**config.mk**
```make
export PLATFORM = sky130hd
export DESIGN_NAME = spi_fl_line_fetch_flat
export DESIGN_NICKNAME = d
export VERILOG_FILES = /design/src/rtl/spi_fl_line_fetch_pkg.sv /design/src/rtl/spi_fl_line_fetch_if.sv /design/src/rtl/spi_fl_line_fetch_linebuf.sv /design/src/rtl/spi_fl_line_fetch.sv /design/src/flat_wrapper.sv
export SDC_FILE = /design/constraint.sdc
export NUM_CORES = 1
export LEC_CHECK = 0
export BUFFER_PORTS_ARGS = -buffer_cell sky130_fd_sc_hd__buf_2
export CAP_MARGIN = 15
export CORE_AREA = 2 2 161 163
export CTS_BUF_LIST = sky130_fd_sc_hd__clkbuf_8
export DETAILED_ROUTE_END_ITERATION = 16
export DIE_AREA = 0 0 163 165
export GPL_ROUTABILITY_DRIVEN = 0
export HOLD_SLACK_MARGIN = 0.03
export PLACE_DENSITY = 0.56
export SYNTH_ARGS = -nofsm -noshare
export SYNTH_HDL_FRONTEND = slang
export SYNTH_HIERARCHICAL = 1
export SYNTH_SLANG_ARGS = --single-unit
```
**constraint.sdc**
```tcl
create_clock -name clk -period 4.9 [get_ports clk]
set_clock_uncertainty 0.1 [all_clocks]
set_input_delay 0.245 -clock clk [delete_from_list [all_inputs] [get_ports clk]]
set_output_delay 0.245 -clock clk [all_outputs]
set_load 0.05 [all_outputs]
```
**src/rtl/spi_fl_line_fetch_pkg.sv**
```systemverilog
// Shared constants for the SPI flash line fetcher: default widths, FSM encodings
// and helpers that derive the index/tag widths from the line geometry.
package spi_fl_line_fetch_pkg;

  localparam int DEF_ADDR_W     = 24;
  localparam int DEF_DATA_W     = 32;
  localparam int DEF_LINE_WORDS = 4;

  localparam logic [2:0] ST_IDLE      = 3'd0;
  localparam logic [2:0] ST_ISSUE     = 3'd1;
  localparam logic [2:0] ST_WAIT_BUSY = 3'd2;
  localparam logic [2:0] ST_WAIT_DONE = 3'd3;
  localparam logic [2:0] ST_RESP      = 3'd4;

  function automatic int idxWidth(input int lineWords);
    return $clog2(lineWords);
  endfunction

  // Byte offset bits [1:0] and the word index sit below the tag.
  function automatic int tagWidth(input int addrW, input int lineWords);
    return addrW - $clog2(lineWords) - 2;
  endfunction

endpackage

```
**src/rtl/spi_fl_line_fetch_if.sv**
```systemverilog
// Cache-side request port and flash-controller port of the line fetcher.
// The fetcher uses the slave modport; the cache/flash side uses master.
interface spi_fl_line_fetch_if #(
  parameter int ADDR_W = 24,
  parameter int DATA_W = 32
);
  logic              c_valid;
  logic [ADDR_W-1:0] c_addr;
  logic [3:0]        c_wstrb;
  logic [DATA_W-1:0] c_rdata;
  logic              c_ready;
  logic              inv;
  logic              fl_valid;
  logic [31:0]       fl_addr;
  logic [DATA_W-1:0] fl_rdata;
  logic              fl_ready;

  modport master (
    output c_valid, c_addr, c_wstrb, inv, fl_rdata, fl_ready,
    input  c_rdata, c_ready, fl_valid, fl_addr
  );

  modport slave (
    input  c_valid, c_addr, c_wstrb, inv, fl_rdata, fl_ready,
    output c_rdata, c_ready, fl_valid, fl_addr
  );
endinterface

```
**src/rtl/spi_fl_line_fetch_linebuf.sv**
```systemverilog
// Line buffer: LINE_WORDS x DATA_W register file (one write, one async read)
// plus the tag/valid registers and the hit compare.
module spi_fl_linebuf
  import spi_fl_line_fetch_pkg::*;
#(
  parameter int DATA_W     = 32,
  parameter int LINE_WORDS = 4,
  parameter int TAG_W      = 20,
  parameter int IDX_W      = idxWidth(LINE_WORDS)
) (
  input  logic              clk,
  input  logic              rst,
  input  logic              wr_en_i,
  input  logic [IDX_W-1:0]  wr_idx_i,
  input  logic [DATA_W-1:0] wr_data_i,
  input  logic [IDX_W-1:0]  rd_idx_i,
  output logic [DATA_W-1:0] rd_data_o,
  input  logic              tag_load_i,
  input  logic [TAG_W-1:0]  tag_i,
  input  logic [TAG_W-1:0]  lookup_tag_i,
  input  logic              valid_set_i,
  input  logic              valid_clr_i,
  output logic              hit_o
);

  logic [DATA_W-1:0] mem_q [LINE_WORDS];
  logic [TAG_W-1:0]  tag_q;
  logic              valid_q;

  always_ff @(posedge clk) begin
    if (wr_en_i) mem_q[wr_idx_i] <= wr_data_i;
  end

  // Clear beats set so an invalidate can never be lost to a completing fill.
  always_ff @(posedge clk) begin
    if (rst) begin
      tag_q   <= '0;
      valid_q <= 1'b0;
    end else begin
      if (tag_load_i) tag_q <= tag_i;
      if (valid_clr_i)      valid_q <= 1'b0;
      else if (valid_set_i) valid_q <= 1'b1;
    end
  end

  assign rd_data_o = mem_q[rd_idx_i];
  assign hit_o     = valid_q && (tag_q == lookup_tag_i);

endmodule

```
**src/rtl/spi_fl_line_fetch.sv**
```systemverilog
// Read-line fetcher between the cache port and the SPI flash controller.
// Optional SPI_FL_EARLY_RESTART_EN: answer the critical word before the line completes.
module spi_fl_line_fetch
  import spi_fl_line_fetch_pkg::*;
#(
  parameter int ADDR_W     = DEF_ADDR_W,
  parameter int DATA_W     = DEF_DATA_W,
  parameter int LINE_WORDS = DEF_LINE_WORDS
) (
  input logic               clk,
  input logic               rst,
  spi_fl_line_fetch_if.slave bus
);

  localparam int IDX_W = idxWidth(LINE_WORDS);
  localparam int TAG_W = tagWidth(ADDR_W, LINE_WORDS);
  localparam logic [IDX_W-1:0] LAST_IDX = IDX_W'(LINE_WORDS - 1);

  logic [2:0]        state_q, state_d;
  logic [IDX_W-1:0]  cnt_q, cnt_d;
  logic [IDX_W-1:0]  idx_q, idx_d;
  logic [TAG_W-1:0]  tag_q, tag_d;
  logic              inv_seen_q, inv_seen_d;
  logic              c_ready_q, c_ready_d;
  logic [DATA_W-1:0] c_rdata_q, c_rdata_d;
  logic              fl_valid_q, fl_valid_d;
  logic [31:0]       fl_addr_q, fl_addr_d;
`ifdef SPI_FL_EARLY_RESTART_EN
  logic              resp_done_q, resp_done_d;
`endif

  logic [TAG_W-1:0]  req_tag;
  logic [IDX_W-1:0]  req_idx;
  logic              req_new;
  logic              wr_en, tag_load, valid_set, valid_clr, hit;
  logic [IDX_W-1:0]  rd_idx;
  logic [DATA_W-1:0] rd_data;
  logic [1:0]        unused_addr_lsb;

  assign req_tag         = bus.c_addr[ADDR_W-1 -: TAG_W];
  assign req_idx         = bus.c_addr[IDX_W+1:2];
  assign unused_addr_lsb = bus.c_addr[1:0];
  // The cycle carrying c_ready still shows the old, held c_valid.
  assign req_new         = bus.c_valid && !c_ready_q;

`ifdef SPI_FL_EARLY_RESTART_EN
  assign rd_idx = (state_q == ST_IDLE || resp_done_q) ? req_idx : idx_q;
`else
  assign rd_idx = (state_q == ST_IDLE) ? req_idx : idx_q;
`endif

  spi_fl_linebuf #(
    .DATA_W     (DATA_W),
    .LINE_WORDS (LINE_WORDS),
    .TAG_W      (TAG_W),
    .IDX_W      (IDX_W)
  ) u_linebuf (
    .clk          (clk),
    .rst          (rst),
    .wr_en_i      (wr_en),
    .wr_idx_i     (cnt_q),
    .wr_data_i    (bus.fl_rdata),
    .rd_idx_i     (rd_idx),
    .rd_data_o    (rd_data),
    .tag_load_i   (tag_load),
    .tag_i        (req_tag),
    .lookup_tag_i (req_tag),
    .valid_set_i  (valid_set),
    .valid_clr_i  (valid_clr),
    .hit_o        (hit)
  );

  always_comb begin
    state_d    = state_q;
    cnt_d      = cnt_q;
    idx_d      = idx_q;
    tag_d      = tag_q;
    inv_seen_d = inv_seen_q;
    c_ready_d  = 1'b0;
    c_rdata_d  = c_rdata_q;
    fl_valid_d = 1'b0;
    fl_addr_d  = fl_addr_q;
    wr_en      = 1'b0;
    tag_load   = 1'b0;
    valid_set  = 1'b0;
    valid_clr  = 1'b0;
`ifdef SPI_FL_EARLY_RESTART_EN
    resp_done_d = resp_done_q;
`endif

    // An invalidate arriving mid-fill must leave the finished line invalid.
    if (state_q != ST_IDLE && bus.inv) inv_seen_d = 1'b1;

    case (state_q)
      ST_IDLE: begin
        if (bus.inv) valid_clr = 1'b1;
        if (req_new) begin
          if (|bus.c_wstrb) begin
            c_ready_d = 1'b1;
            c_rdata_d = '0;
          end else if (hit && !bus.inv) begin
            c_ready_d = 1'b1;
            c_rdata_d = rd_data;
          end else begin
            tag_d      = req_tag;
            idx_d      = req_idx;
            cnt_d      = '0;
            inv_seen_d = 1'b0;
            tag_load   = 1'b1;
            valid_clr  = 1'b1;
            state_d    = ST_ISSUE;
`ifdef SPI_FL_EARLY_RESTART_EN
            resp_done_d = 1'b0;
`endif
          end
        end
      end
      ST_ISSUE: begin
        if (bus.fl_ready) begin
          fl_valid_d = 1'b1;
          fl_addr_d  = 32'({tag_q, cnt_q, 2'b00});
          state_d    = ST_WAIT_BUSY;
        end
      end
      ST_WAIT_BUSY: begin
        if (!bus.fl_ready) state_d = ST_WAIT_DONE;
      end
      ST_WAIT_DONE: begin
        if (bus.fl_ready) begin
          wr_en = 1'b1;
`ifdef SPI_FL_EARLY_RESTART_EN
          if (!resp_done_q && cnt_q == idx_q) begin
            c_ready_d   = 1'b1;
            c_rdata_d   = bus.fl_rdata;
            resp_done_d = 1'b1;
          end
`endif
          if (cnt_q == LAST_IDX) begin
            valid_set = !(inv_seen_q || bus.inv);
            state_d   = ST_RESP;
          end else begin
            cnt_d   = cnt_q + IDX_W'(1);
            state_d = ST_ISSUE;
          end
        end
      end
      ST_RESP: begin
        state_d = ST_IDLE;
`ifdef SPI_FL_EARLY_RESTART_EN
        if (!resp_done_q) begin
          c_ready_d = 1'b1;
          c_rdata_d = rd_data;
        end
`else
        c_ready_d = 1'b1;
        c_rdata_d = rd_data;
`endif
      end
      default: state_d = ST_IDLE;
    endcase

`ifdef SPI_FL_EARLY_RESTART_EN
    // Background hit: same line, word already landed; everything else stalls.
    if (state_q != ST_IDLE && resp_done_q && req_new && !c_ready_d &&
        bus.c_wstrb == 4'd0 && !bus.inv && req_tag == tag_q && req_idx < cnt_q) begin
      c_ready_d = 1'b1;
      c_rdata_d = rd_data;
    end
`endif
  end

  always_ff @(posedge clk) begin
    if (rst) begin
      state_q    <= ST_IDLE;
      cnt_q      <= '0;
      idx_q      <= '0;
      tag_q      <= '0;
      inv_seen_q <= 1'b0;
      c_ready_q  <= 1'b0;
      c_rdata_q  <= '0;
      fl_valid_q <= 1'b0;
      fl_addr_q  <= '0;
`ifdef SPI_FL_EARLY_RESTART_EN
      resp_done_q <= 1'b0;
`endif
    end else begin
      state_q    <= state_d;
      cnt_q      <= cnt_d;
      idx_q      <= idx_d;
      tag_q      <= tag_d;
      inv_seen_q <= inv_seen_d;
      c_ready_q  <= c_ready_d;
      c_rdata_q  <= c_rdata_d;
      fl_valid_q <= fl_valid_d;
      fl_addr_q  <= fl_addr_d;
`ifdef SPI_FL_EARLY_RESTART_EN
      resp_done_q <= resp_done_d;
`endif
    end
  end

  assign bus.c_ready  = c_ready_q;
  assign bus.c_rdata  = c_rdata_q;
  assign bus.fl_valid = fl_valid_q;
  assign bus.fl_addr  = fl_addr_q;

endmodule

```
**src/flat_wrapper.sv**
```systemverilog
// flat-port wrapper written by rule: the top's interface ports become plain ports
module spi_fl_line_fetch_flat import spi_fl_line_fetch_pkg::*;
#(
  parameter int ADDR_W     = DEF_ADDR_W,
  parameter int DATA_W     = DEF_DATA_W,
  parameter int LINE_WORDS = DEF_LINE_WORDS
)
  (clk, rst, bus_c_valid, bus_c_addr, bus_c_wstrb, bus_inv, bus_fl_rdata, bus_fl_ready, bus_c_rdata, bus_c_ready, bus_fl_valid, bus_fl_addr);
  spi_fl_line_fetch_if #(.ADDR_W(ADDR_W), .DATA_W(DATA_W)) bus_i ();
  input logic clk;
  input logic rst;
  input wire logic [$bits(bus_i.c_valid)-1:0] bus_c_valid;
  input wire logic [$bits(bus_i.c_addr)-1:0] bus_c_addr;
  input wire logic [$bits(bus_i.c_wstrb)-1:0] bus_c_wstrb;
  input wire logic [$bits(bus_i.inv)-1:0] bus_inv;
  input wire logic [$bits(bus_i.fl_rdata)-1:0] bus_fl_rdata;
  input wire logic [$bits(bus_i.fl_ready)-1:0] bus_fl_ready;
  output wire logic [$bits(bus_i.c_rdata)-1:0] bus_c_rdata;
  output wire logic [$bits(bus_i.c_ready)-1:0] bus_c_ready;
  output wire logic [$bits(bus_i.fl_valid)-1:0] bus_fl_valid;
  output wire logic [$bits(bus_i.fl_addr)-1:0] bus_fl_addr;
  assign bus_i.c_valid = bus_c_valid;
  assign bus_i.c_addr = bus_c_addr;
  assign bus_i.c_wstrb = bus_c_wstrb;
  assign bus_i.inv = bus_inv;
  assign bus_i.fl_rdata = bus_fl_rdata;
  assign bus_i.fl_ready = bus_fl_ready;
  assign bus_c_rdata = bus_i.c_rdata;
  assign bus_c_ready = bus_i.c_ready;
  assign bus_fl_valid = bus_i.fl_valid;
  assign bus_fl_addr = bus_i.fl_addr;
  spi_fl_line_fetch #(.ADDR_W(ADDR_W), .DATA_W(DATA_W), .LINE_WORDS(LINE_WORDS)) u_core (.clk(clk), .rst(rst), .bus(bus_i));
endmodule
```
==> impl_summary.txt, run 1 <==
----------------------------------------------------
[Outcome]
  Run status ... completed

[Timing]
  Max-slew violation total from the final report ... 0
  Setup-violating endpoint count in the final report ... 0
  Worst slew margin relative to its limit ... 35.1%
  Clock period minus worst slack ... 3.35 ns
  RSZ-0062 raised after global routing ... no
  Tcrit/Tclk final ... 68.4%
  Setup TNS ... 0 ns
  Achievable Freq ... 298 MHz
  Slew of the pin with the lowest slew margin ... a little under 1 ns
  Worst Slack Setup Final ... 1.55 ns
  Hold Violations, Final ... 0
  Final Hold Slack ... 0.108 ns

[Floorplan]
  IO Count ... roughly 130
  Die W ... 163 µm
  Row cnt ... 58
  Core box area ... ~25000 µm²
  Area of the die ... 26900 µm²
  Die Span Y ... 165 µm
  Effective utilization at floorplan ... 34.5%

[Clock tree]
  CTS tree ... yes
  Clk_lat worst skew ... 0.53 ns
  Post-cts gate resize count ... 0
  Max H-tree Level ... 2
  Clock-pin slew of the registers on the worst-case setup and hold paths ... 0.05 ns
  CTS root buffer ... clkbuf_8
  Clk buf depth ... 3
  Clock buffers created by TritonCTS ... 40
  Number of sinks driven by the clock tree ... between 200 and 250

[Route]
  Post-route DRC violation count ... 0
  Final Routed Wirelength ... 18.4 mm
  First-iteration detailed-routing DRC count ... 218
  Number of iterations in the first detailed-routing pass ... 4
  Vias after detailed routing ... 5338
  Post-DR wirelength/cell ... 16.0 µm
  Average vias per placed instance ... 4.64
  ANT nets after route ... 0

[Setup path]
  Critical Path Fanout Max ... 44
  Arrival @ worst endpoint ... 3.72 ns
  Critical path, cell by cell ... dlygate4sd3_1, buf_2, xor2_1, nor4_1, nand4_1, nor4_2, nand2b_1, nand4_1, buf_4, inv_2, a211oi_1, mux2_2
  Startpoint-to-endpoint class of the critical path ... primary input to register
  Crit path largest cell delay ... 0.53 ns
  Slowest cell on the critical path ... dlygate4sd3_1
  Worst EP required ... 5.27 ns
  Cell with the most instances on the worst path ... nand4_1
  Kind of start point of the critical path ... primary input
  Critical Path End Type ... register

[GRT]
  Number of global-route vias before repair ... about 5500
  First-pass GRT wire length ... between 20 and 30 mm
  Overall Global Routing Usage ... 13.6%
  Initial antenna violation count ... 0
  Pin count of the biggest net entering global routing ... 69
  Total overflow reported by the global router ... 0

[Pwr]
  Power density of the placed cells ... between 300 and 400 nW/µm²
  Highest ir drop seen on vdd ... 0.173 mV
  Leak pwr ... 3.99 nW

[Cells and area]
  Ratio of cells with drive above 1 in the final layout ... 27.6%
  Net count of the finished layout ... approximately 860
  Final antenna diode count ... 0
  Area added between synthesis and finish ... 25.7%

[Place]
  Buffers on Ports ... 118
  HPWL after detailed placement ... 10.5 mm
  Pre-CTS setup slack ... roughly 1.6 ns

[Job]
  Maxcap violations ... 0

[Synthesis]
  Register area share after synthesis ... between 60% and 70%
  Leading register cell type out of synthesis ... edfxtp_1
  Flip-flop and latch count after synthesis ... 233
  Synthesized cell area ... 8630 µm²
  Ys async rst share ... 0%
  Number of synthesized flops with an enable pin ... roughly 130
  Leading cell types by total area after synthesis ... edfxtp_1 45%, dfxtp_1 24%, mux4_2 8.3%
  Top cells by count, synth ... 128 x edfxtp_1, 105 x dfxtp_1, 99 x nand2_1
  Count of different cell masters after synthesis ... 37
  Library cell with the highest instance count after synthesis ... edfxtp_1
  Number of warnings printed during yosys synthesis ... 6
  Library cell occupying the most area in the post-synthesis netlist ... edfxtp_1
  Synthesized instance count ... 600
  Top cell type's share of synthesized area ... 44.5%
  Average footprint of a synthesized cell ... 14.4 µm²

[Min path]
  Worst hold path class ... primary input to register

----------------------------------------------------
==> registers in the layout, summed over array words and instances, names as in the netlist <==
| register | flops |
|---|---|
| u_core/state_q | 3 |
| u_core/bus.c_rdata | 32 |
| u_core/u_linebuf/tag_q | 20 |
| u_core/bus.fl_addr | 22 |
| u_core/u_linebuf/valid_q | 1 |
| u_core/idx_q | 2 |
| u_core/cnt_q | 2 |
| u_core/inv_seen_q | 1 |
| u_core/bus.fl_valid | 1 |
| u_core/tag_q | 20 |
| u_core/bus.c_ready | 1 |
| u_core/u_linebuf/mem_q | 128 |
==> metrics by stage <==
stage	util [%]	instances	power [mW]	instance area [µm²]
finish	43.3	1151	3.92	10900
floorplan	-	609	2.24	8670
detailed placement	37.8	1020	2.30	9470
CTS	43.2	1150	3.99	10800
global route	43.3	1151	4.09	10900
global placement	37.8	1020	2.30	9470
==> path summary, 6_finish.rpt <==
path,from,end,slack (ns),cells past startpoint
setup / recovery,bus_c_addr[18],u_core/cnt_q[0],1.55,12
setup reg to reg,u_core/u_linebuf/tag_q[14],u_core/cnt_q[0],1.61,10
hold / removal,bus_c_valid,u_core/bus.c_ready,0.11,5
hold reg to reg,u_core/tag_q[3],u_core/bus.fl_addr[7],0.35,2
==> placed cells by master, fill, tap and decap left out, types with 2 or more instances in the layout <==
master	instances
edfxtp_1	128
buf_2	118
dfxtp_1	105
nand2_1	97
dlygate4sd3_1	59
a21oi_1	48
clkbuf_8	46
a22o_1	33
mux4_2	32
nor2_1	29
mux2i_1	20
inv_1	17
xnor2_1	12
conb_1	10
xor2_1	9
buf_4	7
clkinv_2	5
nor3_1	5
clkinvlp_4	4
nand4_1	4
nor4_1	4
or3_1	2
nand2_2	2
nor4_4	2
nand2b_1	2
nor2b_1	2
nand3_1	2
==> cell families after synthesis <==
kind of cell / synth area share [%]
XOR/XNOR: 2.13
flip-flops: 68.9
adder cells (fa/ha/maj): 0.145
buffers and inverters: 3.30
AO/OA/AOI/OAI: 6.62
other: 0.0434
AND/OR/NAND/NOR: 8.07
multiplexers: 10.8
==> report_power, final <==
part / switching (mW) / total, mW / internal (mW)
Clock: 0.762 / 1.62 / 0.863
Combinational: 0.123 / 0.227 / 0.105
Sequential: 0.00470 / 2.07 / 2.06
==> critical path: cells and delay by family <==
kind,cells,cell delay [ns]
muxes,1,0.21
and+or+nand+nor,5,1.25
buffers and inverters,4,1.37
xor gates and xnor gates,1,0.15
AOI/OAI and AO/OA,1,0.43
==> cell type report <==
cell class,instances,area [µm²]
Clock buffer,46,633
Sequential cell,233,5950
Clock inverter,25,128
Timing Repair Buffer,185,1260
Fill cell,2316,14200
Multi-Input combinational cell,329,2460
Tap cell,330,413
Inverter,3,11.3
==> per-layer routing <==
metal  GRT usage [%]  share of wire [%]  vias to the layer above
li1                -                  -                     2581
met1            16.3                 43                     2583
met2            23.9                 49                      147
met3            3.47                5.6                       27
met4            4.51                1.7                        0
met5               0                  0                        -
==> timing repair <==
action / in CTS / in global routing
hold buffers: 59 / 0
endpoints found under the hold margin: 175 / 0
buffers inserted: 0 / 0
Power figures use the tool's default switching activity.
==> run 2: changes to the inputs <==
--- a/config.mk
+++ b/config.mk
@@ -5,12 +5,13 @@
 export SDC_FILE = /design/constraint.sdc
 export NUM_CORES = 1
 export LEC_CHECK = 0
+export ABC_AREA = 1
 export BUFFER_PORTS_ARGS = -buffer_cell sky130_fd_sc_hd__buf_2
 export CAP_MARGIN = 15
-export CORE_AREA = 2 2 161 163
+export CORE_AREA = 2 2 166 168
 export CTS_BUF_LIST = sky130_fd_sc_hd__clkbuf_8
 export DETAILED_ROUTE_END_ITERATION = 16
-export DIE_AREA = 0 0 163 165
+export DIE_AREA = 0 0 168 170
 export GPL_ROUTABILITY_DRIVEN = 0
 export HOLD_SLACK_MARGIN = 0.03
 export PLACE_DENSITY = 0.56
==> constraint.sdc (replaced) <==
create_clock -name clk -period 3.3 [get_ports clk]
set_clock_uncertainty 0.1 [all_clocks]
set_input_delay 0.165 -clock clk [delete_from_list [all_inputs] [get_ports clk]]
set_output_delay 0.165 -clock clk [all_outputs]
set_load 0.05 [all_outputs]
==> run 2 against run 1 <==
Sequential power rose by 50%. Utilization fell by 0.66 points. Worst hold slack improved by 0.011 ns. Register-to-register slack got worse by 0.69 ns. Final cell count rose by 27%. Highest routed layer unchanged.
==> impl_summary.txt, run 2 <==
----------------------------------------------------
[Outcome]
  Run status ... completed

[Route]
  ANT nets after route ... 0 (unchanged)
  Final Routed Wirelength ... 22.6 mm (+23%)
  Post-DR wirelength/cell ... 15.4 µm (-3.4%)
  Average vias per placed instance ... 4.80 (+3.5%)
  Number of iterations in the first detailed-routing pass ... 4 (unchanged)
  Post-route DRC violation count ... 0 (unchanged)
  First-iteration detailed-routing DRC count ... 398 (+83%)
  Vias after detailed routing ... 7036 (+32%)

[Pwr]
  Psw ... 1.47 mW (+66%)
  Clock network fraction of design power ... 39.3% (-2.1 points)
  Internal portion of total power ... 4.55 mW (+50%)
  Power density of the placed cells ... 530 nW/µm² (+47%)
  Highest ir drop seen on vdd ... 0.280 mV (+62%)
  Leak pwr ... 4.59 nW (+15%)
  Power share of the sequential group ... 51.4% (-1.4 points)
  Combinational cell fraction of total power ... 9.2% (+3.4 points)
  Proportion of total power due to net switching ... 24.4% (+1.7 points)

[Synthesis]
  Number of synthesized flops with an enable pin ... 128 (unchanged)
  Synth Area in Simple Gates ... 18.8% (+11 points)
  Top cell type's share of synthesized area ... 41.4% (-3.2 points)
  Flip-flop and latch count after synthesis ... 233 (unchanged)
  Leading cell types by total area after synthesis ... edfxtp_1 41%, dfxtp_1 23%, nor2_1 6.9%
  Synthesized instance count ... 921 (+54%)
  Top cells by count, synth ... 172 x nor2_1, 128 x edfxtp_1, 113 x nand2_1
  Average footprint of a synthesized cell ... 10.1 µm² (-30%)
  Count of different cell masters after synthesis ... 33 (-11%)
  Number of warnings printed during yosys synthesis ... 6 (unchanged)
  Register area share after synthesis ... 64.0% (-4.9 points)
  Ys async rst share ... 0% (unchanged)
  Library cell with the highest instance count after synthesis ... nor2_1
  Adder-cell area share of the yosys netlist ... 0.135% (-0.010 points)
  Synthesized-area fraction occupied by ao, oa, aoi and oai cells ... 10.0% (+3.4 points)
  Xor and xnor fraction of the mapped netlist area ... 0.188% (-1.9 points)
  Synthesized cell area ... 9300 µm² (+7.7%)
  Library cell occupying the most area in the post-synthesis netlist ... edfxtp_1
  Portion of netlist area occupied by mux cells ... 0% (-11 points)
  Largest family of logic cells by synthesized area ... simple AND/OR/NAND/NOR gates
  Leading register cell type out of synthesis ... edfxtp_1

[GRT]
  Total overflow reported by the global router ... 0 (unchanged)
  Pin count of the biggest net entering global routing ... 78 (+13%)
  Number of global-route vias before repair ... 6909 (+25%)
  Overall Global Routing Usage ... 15.8% (+2.2 points)
  Initial antenna violation count ... 0 (unchanged)
  First-pass GRT wire length ... 35.6 mm (+25%)

[Min path]
  Endpoint with the worst hold slack ... u_core/idx_q[1]
  Hold wc startpoint ... bus_c_valid
  Worst Hold Path Cells ... 5 (unchanged)
  Worst hold path class ... primary input to register

[Job]
  Maxcap violations ... 0 (unchanged)

[Clock tree]
  Clk buf depth ... 3 (unchanged)
  Max H-tree Level ... 2 (unchanged)
  Number of sinks driven by the clock tree ... 233 (unchanged)
  CTS root buffer ... clkbuf_8
  Clock-pin slew of the registers on the worst-case setup and hold paths ... 0.06 ns (about the same)
  Clk_lat worst skew ... 0.53 ns (about the same)
  Clock buffers created by TritonCTS ... 39 (-2.5%)
  Postcts setup bufs ... 0 (unchanged)
  CTS tree ... yes

[Setup path]
  Kind of start point of the critical path ... register
  Slowest cell on the critical path ... buf_4
  Worst reg2reg path depth ... 10 (unchanged)
  Crit path buf inv count ... 3 (-1)
  Cell depth of the worst setup path ... 10 (-2)
  R2R Path End ... u_core/bus.c_rdata[31]
  Critical path, cell by cell ... inv_1, nand2_4, inv_1, nand2_1, nand2_2, buf_4, o21ai_0, o22ai_1, nand4_1, nand2_1
  Crit path largest cell delay ... 0.42 ns (-0.11 ns)
  Arrival @ worst endpoint ... 2.74 ns (-0.98 ns)
  Reg-to-reg startpoint ... u_core/state_q[2]
  Critical Path End Type ... register
  Worst R2R Setup Slack ... 0.92 ns (-0.69 ns)
  Startpoint-to-endpoint class of the critical path ... register to register
  Kind of cell adding the most delay to the critical path ... simple AND/OR/NAND/NOR gates
  Worst EP required ... 3.66 ns (-1.61 ns)
  Critical Path Fanout Max ... 32 (-27%)

[Cells and area]
  Area added between synthesis and finish ... 22.4%
  Ratio of cells with drive above 1 in the final layout ... 19.5% (-8.2 points)
  Largest Register ... u_core/u_linebuf/mem_q
  Final antenna diode count ... 0 (unchanged)
  Commonest non-fill, non-tap cells in the layout ... 172 x nor2_1, 128 x edfxtp_1, 118 x buf_2, 112 x nand2_1, 105 x dfxtp_1
  Final instance count without filler cells ... 1466 (+27%)
  Max FFs per register ... 128 (unchanged)
  Post-route cell area ... 11400 µm² (+4.8%)
  Net count of the finished layout ... 1165 (+36%)
  Commonest non-fill, non-tap cell in the layout ... nor2_1

[Timing]
  Setup-violating endpoint count in the final report ... 0 (unchanged)
  Worst slew margin relative to its limit ... 53.3% (+18 points)
  Tcrit/Tclk final ... between 70 and 80%
  Clock period minus worst slack ... 2.38 ns
  Max-slew violation total from the final report ... 0 (unchanged)
  Hold Violations, Final ... 0 (unchanged)
  Achievable Freq ... 421 MHz
  Slew of the pin with the lowest slew margin ... 0.700 ns (-0.274 ns)
  RSZ-0062 raised after global routing ... no

[Floorplan]
  Die W ... 168 µm (+3.1%)
  Effective utilization at floorplan ... 34.9% (+0.40 points)
  Area of the die ... 28600 µm² (+6.2%)
  IO Count ... 131 (unchanged)
  Core box area ... 26700 µm² (+6.4%)
  Die Span Y ... 170 µm (+3.0%)
  Row cnt ... 60 (+3.4%)

[Place]
  Buffers on Ports ... 118 (unchanged)
  Dpl cell area ... 10100 µm² (+6.3%)
  Number of instances in the placed design ... 1341 (+31%)
  HPWL after detailed placement ... 13.4 mm (+27%)

----------------------------------------------------
==> run 2: what timing repair did <==
action                    4_1_cts  5_1_grt
gates resized for setup         0        0
hold endpoints to repair      177        0
hold buffers                   58        0
==> run 2: how the worst max path moves through the flow <==
| stage | from | to | slack (ns) |
|---|---|---|---|
| finish | u_core/state_q[2] | u_core/bus.c_rdata[31] | 0.92 |
| CTS | u_core/state_q[2] | u_core/bus.c_rdata[31] | 0.94 |
| detailed placement | u_core/state_q[2] | u_core/bus.c_rdata[31] | 0.97 |
| global placement | u_core/state_q[0] | u_core/bus.c_rdata[31] | 1.0 |
| global route | u_core/u_linebuf/tag_q[0] | u_core/u_linebuf/tag_q[13] | 0.66 |
| floorplan | u_core/state_q[1] | u_core/u_linebuf/mem_q[0][0] | -0.33 |
==> run 2: final cells by class <==
class,instances,area (µm²)
well taps,341,427
flip-flops and latches,233,5950
repair buffers,192,1300
multi-input cells,582,2770
clock buffers,44,606
fillers,2617,15300
inverters,51,203
clock inverters,23,123
==> run 2: logic make-up after synthesis <==
group | Yosys count
DFF | 233
AOI/OAI and AO/OA | 170
adders and majority gates | 1
xor gates and xnor gates | 2
other | 1
and+or+nand+nor | 399
buffers and inverters | 115
==> run 2: power groups by stage <==
| stage | clock, mW | sequential [mW] | combinational (mW) |
|---|---|---|---|
| after floorplan | 0 | 3.20 | 0.328 |
| after global placement | 0 | 3.16 | 0.499 |
| after detailed placement | 0 | 3.16 | 0.506 |
| after CTS | 2.45 | 3.10 | 0.560 |
| after global routing | 2.56 | 3.10 | 0.616 |
| final | 2.37 | 3.10 | 0.556 |
==> run 2: worst register-to-register path, cell delays in order, from the launching register on <==
cell and delay (ns):
dfxtp_1 0.37, inv_1 0.20, nand2_4 0.12, inv_1 0.10, nand2_1 0.07, nand2_2 0.33, buf_4 0.42, o21ai_0 0.16
o22ai_1 0.22, nand4_1 0.13, nand2_1 0.09
==> run 2: per-stage QoR <==
| stage | setup slack (ns) | TNS [ns] | util (%) | hold slack (ns) | total power, mW |
|---|---|---|---|---|---|
| 2_1_floorplan | -0.327 | -41.83 | - | 0.137 | 3.52 |
| 3_3_place_gp | 0.995 | 0 | 37.8 | 0.280 | 3.66 |
| 3_5_place_dp | 0.970 | 0 | 37.8 | 0.283 | 3.67 |
| 4_1_cts | 0.938 | 0 | 42.7 | 0.0905 | 6.11 |
| 5_1_grt | 0.656 | 0 | 42.7 | 0.151 | 6.28 |
| 6_report | 0.922 | 0 | 42.7 | 0.120 | 6.03 |
==> run 2: layer usage <==
| metal | share of wire (%) | wire length [µm] | track usage [%] | vias up |
|---|---|---|---|---|
| li1 | - | - | - | 3512 |
| met1 | 43 | 9810 | 19.1 | 3287 |
| met2 | 49 | 11100 | 28.2 | 194 |
| met3 | 5.3 | 1190 | 2.98 | 43 |
| met4 | 2.3 | 518 | 5.48 | 0 |
| met5 | 0 | 0 | 0 | - |
